===== src/rtl/mixcol_seq.sv =====
// Sequential AES MixColumns / InvMixColumns engine.
// One GF(2^8) multiplier is reused over the 16 byte-products of a column; four
// byte accumulators collect the XOR sums. Optional product register (MUL_PIPE)
// skews accumulation by one edge.
module mixcol_seq #(
  parameter int unsigned MUL_PIPE = 0
) (
  input  logic        clk,
  input  logic        rst_n,
  input  logic        in_valid,
  output logic        in_ready,
  input  logic [31:0] in_col,
  input  logic        in_inv,
  output logic        out_valid,
  input  logic        out_ready,
  output logic [31:0] out_col,
  output logic        busy
);

  typedef enum logic [1:0] {StIdle, StCalc, StDone} state_e;

  state_e           state_q, state_d;
  logic [31:0]      col_q, col_d;
  logic             inv_q, inv_d;
  logic [3:0]       idx_q, idx_d;
  logic [3:0][7:0]  acc_q, acc_d;

  logic [1:0] row;
  logic [1:0] col;
  logic [1:0] coef_sel;
  logic [7:0] coef;
  logic [7:0] s_c;
  logic [7:0] prod;
  logic       accept;

  // Datapath into the accumulators; selected by the MUL_PIPE variant below.
  logic       issue;
  logic       acc_en;
  logic [1:0] acc_row;
  logic [7:0] acc_val;
  logic       acc_last;

  // GF(2^8) multiply, field polynomial x^8+x^4+x^3+x+1.
  function automatic logic [7:0] gf_mul(input logic [7:0] a, input logic [7:0] b);
    logic [7:0] p;
    logic [7:0] x;
    p = 8'h00;
    x = a;
    for (int i = 0; i < 8; i++) begin
      if (b[i]) p = p ^ x;
      x = {x[6:0], 1'b0} ^ (x[7] ? 8'h1b : 8'h00);
    end
    return p;
  endfunction

  assign row      = idx_q[3:2];
  assign col      = idx_q[1:0];
  assign coef_sel = col - row;  // (c - r) mod 4 via 2-bit wrap
  assign accept   = in_valid && (state_q == StIdle);

  // Matrix coefficient and column byte for the current product.
  always_comb begin
    coef = 8'h00;
    case ({inv_q, coef_sel})
      3'b000:  coef = 8'h02;
      3'b001:  coef = 8'h03;
      3'b010:  coef = 8'h01;
      3'b011:  coef = 8'h01;
      3'b100:  coef = 8'h0e;
      3'b101:  coef = 8'h0b;
      3'b110:  coef = 8'h0d;
      3'b111:  coef = 8'h09;
      default: coef = 8'h00;
    endcase
    s_c = 8'h00;
    case (col)
      2'd0:    s_c = col_q[31:24];
      2'd1:    s_c = col_q[23:16];
      2'd2:    s_c = col_q[15:8];
      2'd3:    s_c = col_q[7:0];
      default: s_c = 8'h00;
    endcase
  end

  assign prod = gf_mul(coef, s_c);

  if (MUL_PIPE == 0) begin : g_comb_mac
    assign issue    = (state_q == StCalc);
    assign acc_en   = issue;
    assign acc_row  = row;
    assign acc_val  = prod;
    assign acc_last = (idx_q == 4'hf);
  end else begin : g_pipe_mac
    logic [7:0] prod_q;
    logic [1:0] prow_q;
    logic       pv_q;
    logic       plast_q;
    logic       issued_q;  // all 16 products launched; drain the last one

    assign issue = (state_q == StCalc) && !issued_q;

    // Product register: carries one product and its row to the next edge.
    always_ff @(posedge clk or negedge rst_n) begin
      if (!rst_n) begin
        prod_q   <= 8'h00;
        prow_q   <= 2'd0;
        pv_q     <= 1'b0;
        plast_q  <= 1'b0;
        issued_q <= 1'b0;
      end else if (accept) begin
        prod_q   <= 8'h00;
        prow_q   <= 2'd0;
        pv_q     <= 1'b0;
        plast_q  <= 1'b0;
        issued_q <= 1'b0;
      end else begin
        pv_q <= issue;
        if (issue) begin
          prod_q  <= prod;
          prow_q  <= row;
          plast_q <= (idx_q == 4'hf);
          if (idx_q == 4'hf) issued_q <= 1'b1;
        end
      end
    end

    assign acc_en   = (state_q == StCalc) && pv_q;
    assign acc_row  = prow_q;
    assign acc_val  = prod_q;
    assign acc_last = plast_q;
  end

  // Next-state: FSM, column/mode latch, index counter and accumulators.
  always_comb begin
    state_d = state_q;
    col_d   = col_q;
    inv_d   = inv_q;
    idx_d   = idx_q;
    acc_d   = acc_q;
    case (state_q)
      StIdle: begin
        if (in_valid) begin
          col_d   = in_col;
          inv_d   = in_inv;
          idx_d   = 4'd0;
          acc_d   = '0;
          state_d = StCalc;
        end
      end
      StCalc: begin
        // Index saturates at 15; only a new accept clears it.
        if (issue && (idx_q != 4'hf)) idx_d = idx_q + 4'd1;
        if (acc_en) begin
          acc_d[acc_row] = acc_q[acc_row] ^ acc_val;
          if (acc_last) state_d = StDone;
        end
      end
      StDone: begin
        if (out_ready) state_d = StIdle;
      end
      default: state_d = StIdle;
    endcase
  end

  // State and datapath registers.
  always_ff @(posedge clk or negedge rst_n) begin
    if (!rst_n) begin
      state_q <= StIdle;
      col_q   <= 32'h0;
      inv_q   <= 1'b0;
      idx_q   <= 4'd0;
      acc_q   <= '0;
    end else begin
      state_q <= state_d;
      col_q   <= col_d;
      inv_q   <= inv_d;
      idx_q   <= idx_d;
      acc_q   <= acc_d;
    end
  end

  assign in_ready  = (state_q == StIdle);
  assign out_valid = (state_q == StDone);
  assign busy      = (state_q != StIdle);
  assign out_col   = {acc_q[0], acc_q[1], acc_q[2], acc_q[3]};

endmodule


===== config.mk =====
export PLATFORM = sky130hd
export DESIGN_NAME = mixcol_seq
export DESIGN_NICKNAME = d
export VERILOG_FILES = /design/src/rtl/mixcol_seq.sv
export SDC_FILE = /design/constraint.sdc
export NUM_CORES = 1
export LEC_CHECK = 0
export ABC_AREA = 1
export CAP_MARGIN = 20
export CORE_ASPECT_RATIO = 1.25
export CORE_MARGIN = 3
export CORE_UTILIZATION = 46
export CTS_BUF_LIST = sky130_fd_sc_hd__clkbuf_4 sky130_fd_sc_hd__clkbuf_8 sky130_fd_sc_hd__clkbuf_16
export DETAILED_ROUTE_END_ITERATION = 8
export MAX_ROUTING_LAYER = met4
export PLACE_DENSITY = 0.79
export SYNTH_ARGS = -nofsm -noshare
export SYNTH_HDL_FRONTEND = slang
export SYNTH_SLANG_ARGS = --single-unit
export TNS_END_PERCENT = 20

===== constraint.sdc =====
create_clock -name clk -period 2.9 [get_ports clk]
set_input_delay 0.58 -clock clk [delete_from_list [all_inputs] [get_ports clk]]
set_output_delay 0.58 -clock clk [all_outputs]
set_load 0.005 [all_outputs]

=== After elaboration in Yosys (flattened, before gate mapping) ===
Memories as Yosys holds them, arrays and structs flattened.
Cells that the tools add are included.

* Flip-flop bits (word level): 71
* Memory bits (read-only): 32
* Input bits: 37
* Output and inout port bits: 35
* Word-level logic and storage cells: 79
* Memories kept: 1

{| class="wikitable"
|+ Memories
! name !! words !! width !! rd ports !! clocked after memory_dff !! write ports !! line !! RTL
|-
| (name not given) || 8 || 4 || 1 || 0 || 0 || 64 || <nowiki>case ({inv_q, coef_sel})</nowiki>
|}

* Add/subtract/negate cells: 2
* Magnitude comparators: 2
* Equal/unequal tests: 11
* Multiplexer cells: 30
* Bitwise gates (word level): 15
* Reduce and logical (&&, ||, !) cells: 10

{| class="wikitable"
|+ Operators by type and width
! operator !! number
|-
| 8-bit two-way mux || 10
|-
| 32-bit one-hot mux with 2 select lines || 1
|-
| 8-bit XOR || 8
|-
| 8-bit by 5-bit XOR with 8-bit output || 7
|-
| 5-bit two-way mux || 7
|-
| 32-bit bitwise mux || 1
|-
| 32-bit two-way mux || 1
|-
| 8-bit one-hot mux with 4 select lines || 1
|-
| 8-bit binary-select mux with 2-bit select || 1
|-
| 8-bit demux with 2-bit select || 1
|-
| 4-bit two-way mux || 2
|-
| 4-bit one-hot mux with 2 select lines || 1
|-
| 2-bit == test (second input constant) || 3
|-
| 2-bit two-way mux || 3
|-
| 2-bit by 1-bit inequality test with 1-bit output (second input constant) || 3
|-
| 2-bit one-hot mux with 3 select lines || 1
|-
| 3-bit AND reduction || 2
|-
| 4-bit by 1-bit adder with 4-bit output (second input constant) || 1
|-
| 2-bit by 1-bit == test with 1-bit output (second input constant) || 2
|-
| 4-bit == test (second input constant) || 1
|-
| 2-bit logical NOT || 2
|-
| 4-bit inequality test (second input constant) || 1
|-
| 2-bit AND reduction || 2
|-
| 2-bit nonzero test || 2
|-
| 5 further kinds || 6
|}

=== Longest topological paths before layout ===
* Depth after elaboration: 20
* Mapped depth: 17
* Gate-level depth less buffers: 16

=== Least setup slack after synthesis ===
OpenSTA, ideal clock, no wires.

* Kind: reg-to-reg
* Start: register idx_q[1]
* End: register acc_q (netlist bit out_col[10])
* Data arrival time: 1.823 ns
* Data required time: 2.782 ns
* Slack: 0.960 ns
* Cell stages (with the launch flop): 12
* Path buffers: 1
* Cell sequence: dfrtp_1 inv_1 ha_1 inv_2 buf_4 nor2_1 a21oi_1 nand2_1 xor2_1 nand3b_2 nand3_1 nand2_1

* Word-level cells in the longest chain between the ends: 20
* Elaborated cells between the ends (all ways): 34

{| class="wikitable"
|+ Ends and longest elaborated chain
! what !! line !! RTL
|-
| from (decl) || 25 || <nowiki>logic [3:0] idx_q, idx_d;</nowiki>
|-
| from (signal assigned) || 177 || <nowiki>idx_q <= idx_d;</nowiki>
|-
| 2-bit subtractor (tied with other cells) || 58 || <nowiki>assign coef_sel = col - row;</nowiki>
|-
| memory read 8 x 4 bit or 8-bit one-hot mux with 4 select lines (tied branches) || - ||
|-
| 8-bit two-way mux or 8-bit by 5-bit XOR with 8-bit output (tied branches) || 50, 51 ||
|-
| 8-bit XOR || 50 || <nowiki>if (b[i]) p = p ^ x;</nowiki>
|-
| 8-bit two-way mux || 50 ||
|-
| 8-bit XOR || 50 ||
|-
| 8-bit two-way mux || 50 ||
|-
| 8-bit XOR || 50 ||
|-
| [4 not listed] || - ||
|-
| 8-bit two-way mux || 50 ||
|-
| 8-bit XOR || 50 ||
|-
| 8-bit two-way mux || 50 ||
|-
| 8-bit XOR || 50 ||
|-
| 8-bit two-way mux (*) || 50 ||
|-
| 8-bit XOR (*) || 154 || <nowiki>acc_d[acc_row] = acc_q[acc_row] ^ acc_val;</nowiki>
|-
| 32-bit bitwise mux (*) || 154 ||
|-
| 32-bit one-hot mux with 2 select lines (*) || 140 || <nowiki>case (state_q)</nowiki>
|-
| to (signal assigned) || 172 || <nowiki>acc_q <= '0;</nowiki>
|-
| to (signal assigned) || 178 || <nowiki>acc_q <= acc_d;</nowiki>
|-
| to (decl) || 26 || <nowiki>logic [3:0][7:0] acc_q, acc_d;</nowiki>
|}

Every way passes the cells marked *; elsewhere a longest branch is shown, timed or not.
A chain may end at the register's enable or synchronous reset.

=== Final worst setup path ===
* Start: register idx_q[0]
* End: register acc_q (netlist bit out_col[21])

* Word-level cells in the longest chain between the ends: 19
* Elaborated cells between the ends (all ways): 32

{| class="wikitable"
|+ Ends and longest elaborated chain
! what !! line !! RTL
|-
| 2-bit subtractor || 58 ||
|-
| memory read 8 x 4 bit || - ||
|-
| 8-bit by 5-bit XOR with 8-bit output (2 in series) || 51 || <nowiki>x = {x[6:0], 1'b0} ^ (x[7] ? 8'h1b : 8'h00);</nowiki>
|-
| 8-bit XOR || 50 ||
|-
| 8-bit two-way mux || 50 ||
|-
| 8-bit XOR || 50 ||
|-
| 8-bit two-way mux || 50 ||
|-
| 8-bit XOR || 50 ||
|-
| [2 not listed] || - ||
|-
| 8-bit two-way mux || 50 ||
|-
| 8-bit XOR || 50 ||
|-
| 8-bit two-way mux || 50 ||
|-
| 8-bit XOR || 50 ||
|-
| 8-bit two-way mux (*) || 50 ||
|-
| 8-bit XOR (*) || 154 ||
|-
| 32-bit bitwise mux (*) || 154 ||
|-
| 32-bit one-hot mux with 2 select lines (*) || 140 ||
|}

Marked as above.

==> metrics <==
status=completed; CP required=approximately 3200 ps; Int Pwr=3.782 mW; I/O pins=between 70 and 80; routed vias=4248; synth cell count leaders=nand2_1, dfrtp_1, nand3_1; CP max stage cell=dfrtp_1; ys async rst share=100.0%; clk slew on worst S/H paths=approximately 80 ps; worst-skew pair later-pin latency=360 ps; clk sinks=71; unrepaired setup endpoints after global routing=no; top-count cell post-synth=nand2_1; worst reg2reg endpoint=out_col[21]; Hold Violations, Final=0; critical path cell sequence=inv_1 -> ha_1 -> nand2_1 -> nand2_1 -> nor2_1 -> nor2_1 -> nand2_1 -> nand3_1 -> nand2_1 -> nor2_1 -> nand3_1 -> nand3_1 -> nand2_1; setup_tns=0 ps; die width=slightly above 90 µm; die area=~0.011 mm²; TritonCTS clock tree=done; biggest area consumer among synthesized cells=dfrtp_1; Clock Path Buffers=2; Startpoint Class=flip-flop; total gr overflow=0; Crit Path Class=flip-flop to flip-flop; drt pass-1 iters=7; Unique masters post-synth=35; P_sw=between 3 and 4 mW; reg2reg start=idx_q[0]; first-pass GRT wire length=a little under 20 mm; Setup crit end=out_col[21]; Port-buffer cells=a little over 70; largest cells by area after synthesis=dfrtp_1, nand2_1, nand3_1; Seq cells post-synth=a little over 70; post-layout min period=approximately 2500 ps; DRC Markers=0; Initial DRC Count=~300; Slew @ Worst Pin=760.1 ps; Initial Util=approximately 48%; EDFF count, synth=0; worst hold path class=input pin to asynchronous set/reset pin; fraction of layout cells with a size suffix above 1=between 7 and 8%; Net Count, Synth=676; Max-Cap Viols=0; fin nets=~750; largest net degree at the start of global routing=42; Num CTS Buffers=9; n_diodes=0; Avg WL per Cell=around 14 µm; antenna violations before repair=0; achievable clock frequency=approximately 400 MHz; Synth Warn #=0; FF-to-FF setup slack=roughly 370 ps; die height=between 100 and 150 µm; Worst Skew=between 10 and 15 ps; CP Launch Point=idx_q[0]; Crit path arrival time=approximately 2800 ps; worst r2r path cells=13; CP top delay family=simple AND/OR/NAND/NOR gates; Slew HR=about half; Synth Flop Type=dfrtp_1; Synth Area per Inst=6.749 µm²; Root Driver=clkbuf_8; WL final=11.26 mm; sequential share of power=between 20% and 30%; Clk pwr share=around an eighth; Logic pwr share=approximately 64%; CTS hold repair buffers=0; final setup fails=0; crit-path max cell delay=~420 ps; gr usage total=a little under a quarter; vias in the first global route=4149; core box area=about 0.0089 mm²; Post-CTS Setup Inserts=0; critical path capture point type=flip-flop; CTS H-tree depth=3; top cell type's share of synthesized area=about 42%; FP Rows=38; Fill cells=between 800 and 900; Peak VDD IR=between 0.4 and 0.5 mV; Hold Slack=262.2 ps; vias per cell=roughly 5; RD Place Congestion=between 0.9 and 1; CTS resizes=0; total stage count of the critical path=13; worst path bufs/invs=1; switching part of the total=50.67%; total leakage power=about 2.9 nW; Layout area overhead=24.85%; Post-Syn Area=0.004279 mm²; antenna viol nets, final=0; sequential fraction of the synthesis area=about two fifths; post-synthesis instance total=approximately 630; Cell Pwr Density=~1400 mW/mm²; DP HPWL=about 8.5 mm; Most common cell on crit path=nand2_1; max-slew violations=0; worst-path maximum fanout=8; Final Cycle Share=87.14%
## layout by cell type, fill, tap and decap left out, types with 2 or more instances in the layout
cell type	netlist	layout
nand2_1	342	342
dfrtp_1	71	71
clkdlybuf4s50_1	0	70
nand3_1	52	52
inv_1	42	42
nor2_1	32	32
nand2_2	9	9
a21oi_1	9	9
clkbuf_8	0	9
o21ai_0	8	8
nor2_2	7	7
nand4_1	6	6
ha_1	5	5
buf_4	4	5
nand2_4	4	4
xor2_1	4	4
nor2_4	3	3
nand3_2	3	3
nand3b_1	3	3
bufinv_16	0	3
clkinv_1	2	2
nor3_2	2	2
inv_2	2	2
or2_1	2	2
xnor2_1	2	2
clkinv_2	0	2
## state kept, by name (all words and copies together), names as in the netlist
signal   flops
state_q      2
out_col     32
inv_q        1
col_q       32
idx_q        4
## power groups by stage
stage / registers [mW] / clock network (mW) / logic [mW]
2_1_floorplan: 1.70 / 0 / 3.60
3_3_place_gp: 1.78 / 0 / 4.74
3_5_place_dp: 1.80 / 0 / 4.87
4_1_cts: 1.79 / 0.971 / 4.90
5_1_grt: 1.85 / 1.02 / 5.60
6_report: 1.79 / 0.959 / 4.92
## metal layers
metal  share of wire, %  wire length [µm]  GRT usage, %  vias up
met4                3.0               335         11.89        0
met5                  0                 0             -        -
met1                 40              4526         28.21     1937
li1                   -                 -             -     2114
met2                 51              5695         39.77      169
met3                6.2               701         3.034       28
## layout make-up
type / count / area (µm²) / area share (%)
clock buffer: 10 / 131.4 / 2.459
clock inverter: 6 / 108.9 / 2.037
inverter: 47 / 178.9 / 3.349
multi-input combinational: 501 / 2233 / 41.80
sequential: 71 / 1777 / 33.26
tap: 120 / 150.1 / 2.810
timing repair buffer: 77 / 763.2 / 14.29
## through the flow
stage | std cells | power (mW) | setup slack [ps] | util (%) | cell area, µm²
after floorplan | 634 | 5.305 | 959.6 | - | 4279
after detailed placement | 816 | 6.676 | 400.3 | 57.39 | 5102
after global placement | 816 | 6.528 | 440.4 | 57.39 | 5102
final | 832 | 7.668 | 372.9 | 60.09 | 5343
after CTS | 832 | 7.663 | 388.7 | 60.09 | 5343
after global routing | 832 | 8.462 | 42.36 | 60.09 | 5343
## how the worst min path moves through the flow
stage | cells past startpoint | to
floorplan | 0 | col_q[0]
global placement | 2 | col_q[2]
detailed placement | 2 | col_q[23]
CTS | 1 | out_col[22]
global route | 1 | out_col[0]
finish | 1 | out_col[0]
## cell families (layout without fill, tap and decap cells)
group | count (synthesis) | after routing | synth area share, %
AND/OR/NAND/NOR | 467 | 467 | 46.32
flip-flops | 71 | 71 | 41.52
buffers and inverters | 62 | 140 | 6.287
AO/OA/AOI/OAI | 22 | 22 | 2.807
XOR/XNOR | 7 | 7 | 1.608
adder cells (fa/ha/maj) | 5 | 5 | 1.462
Power figures use the tool's default switching activity.
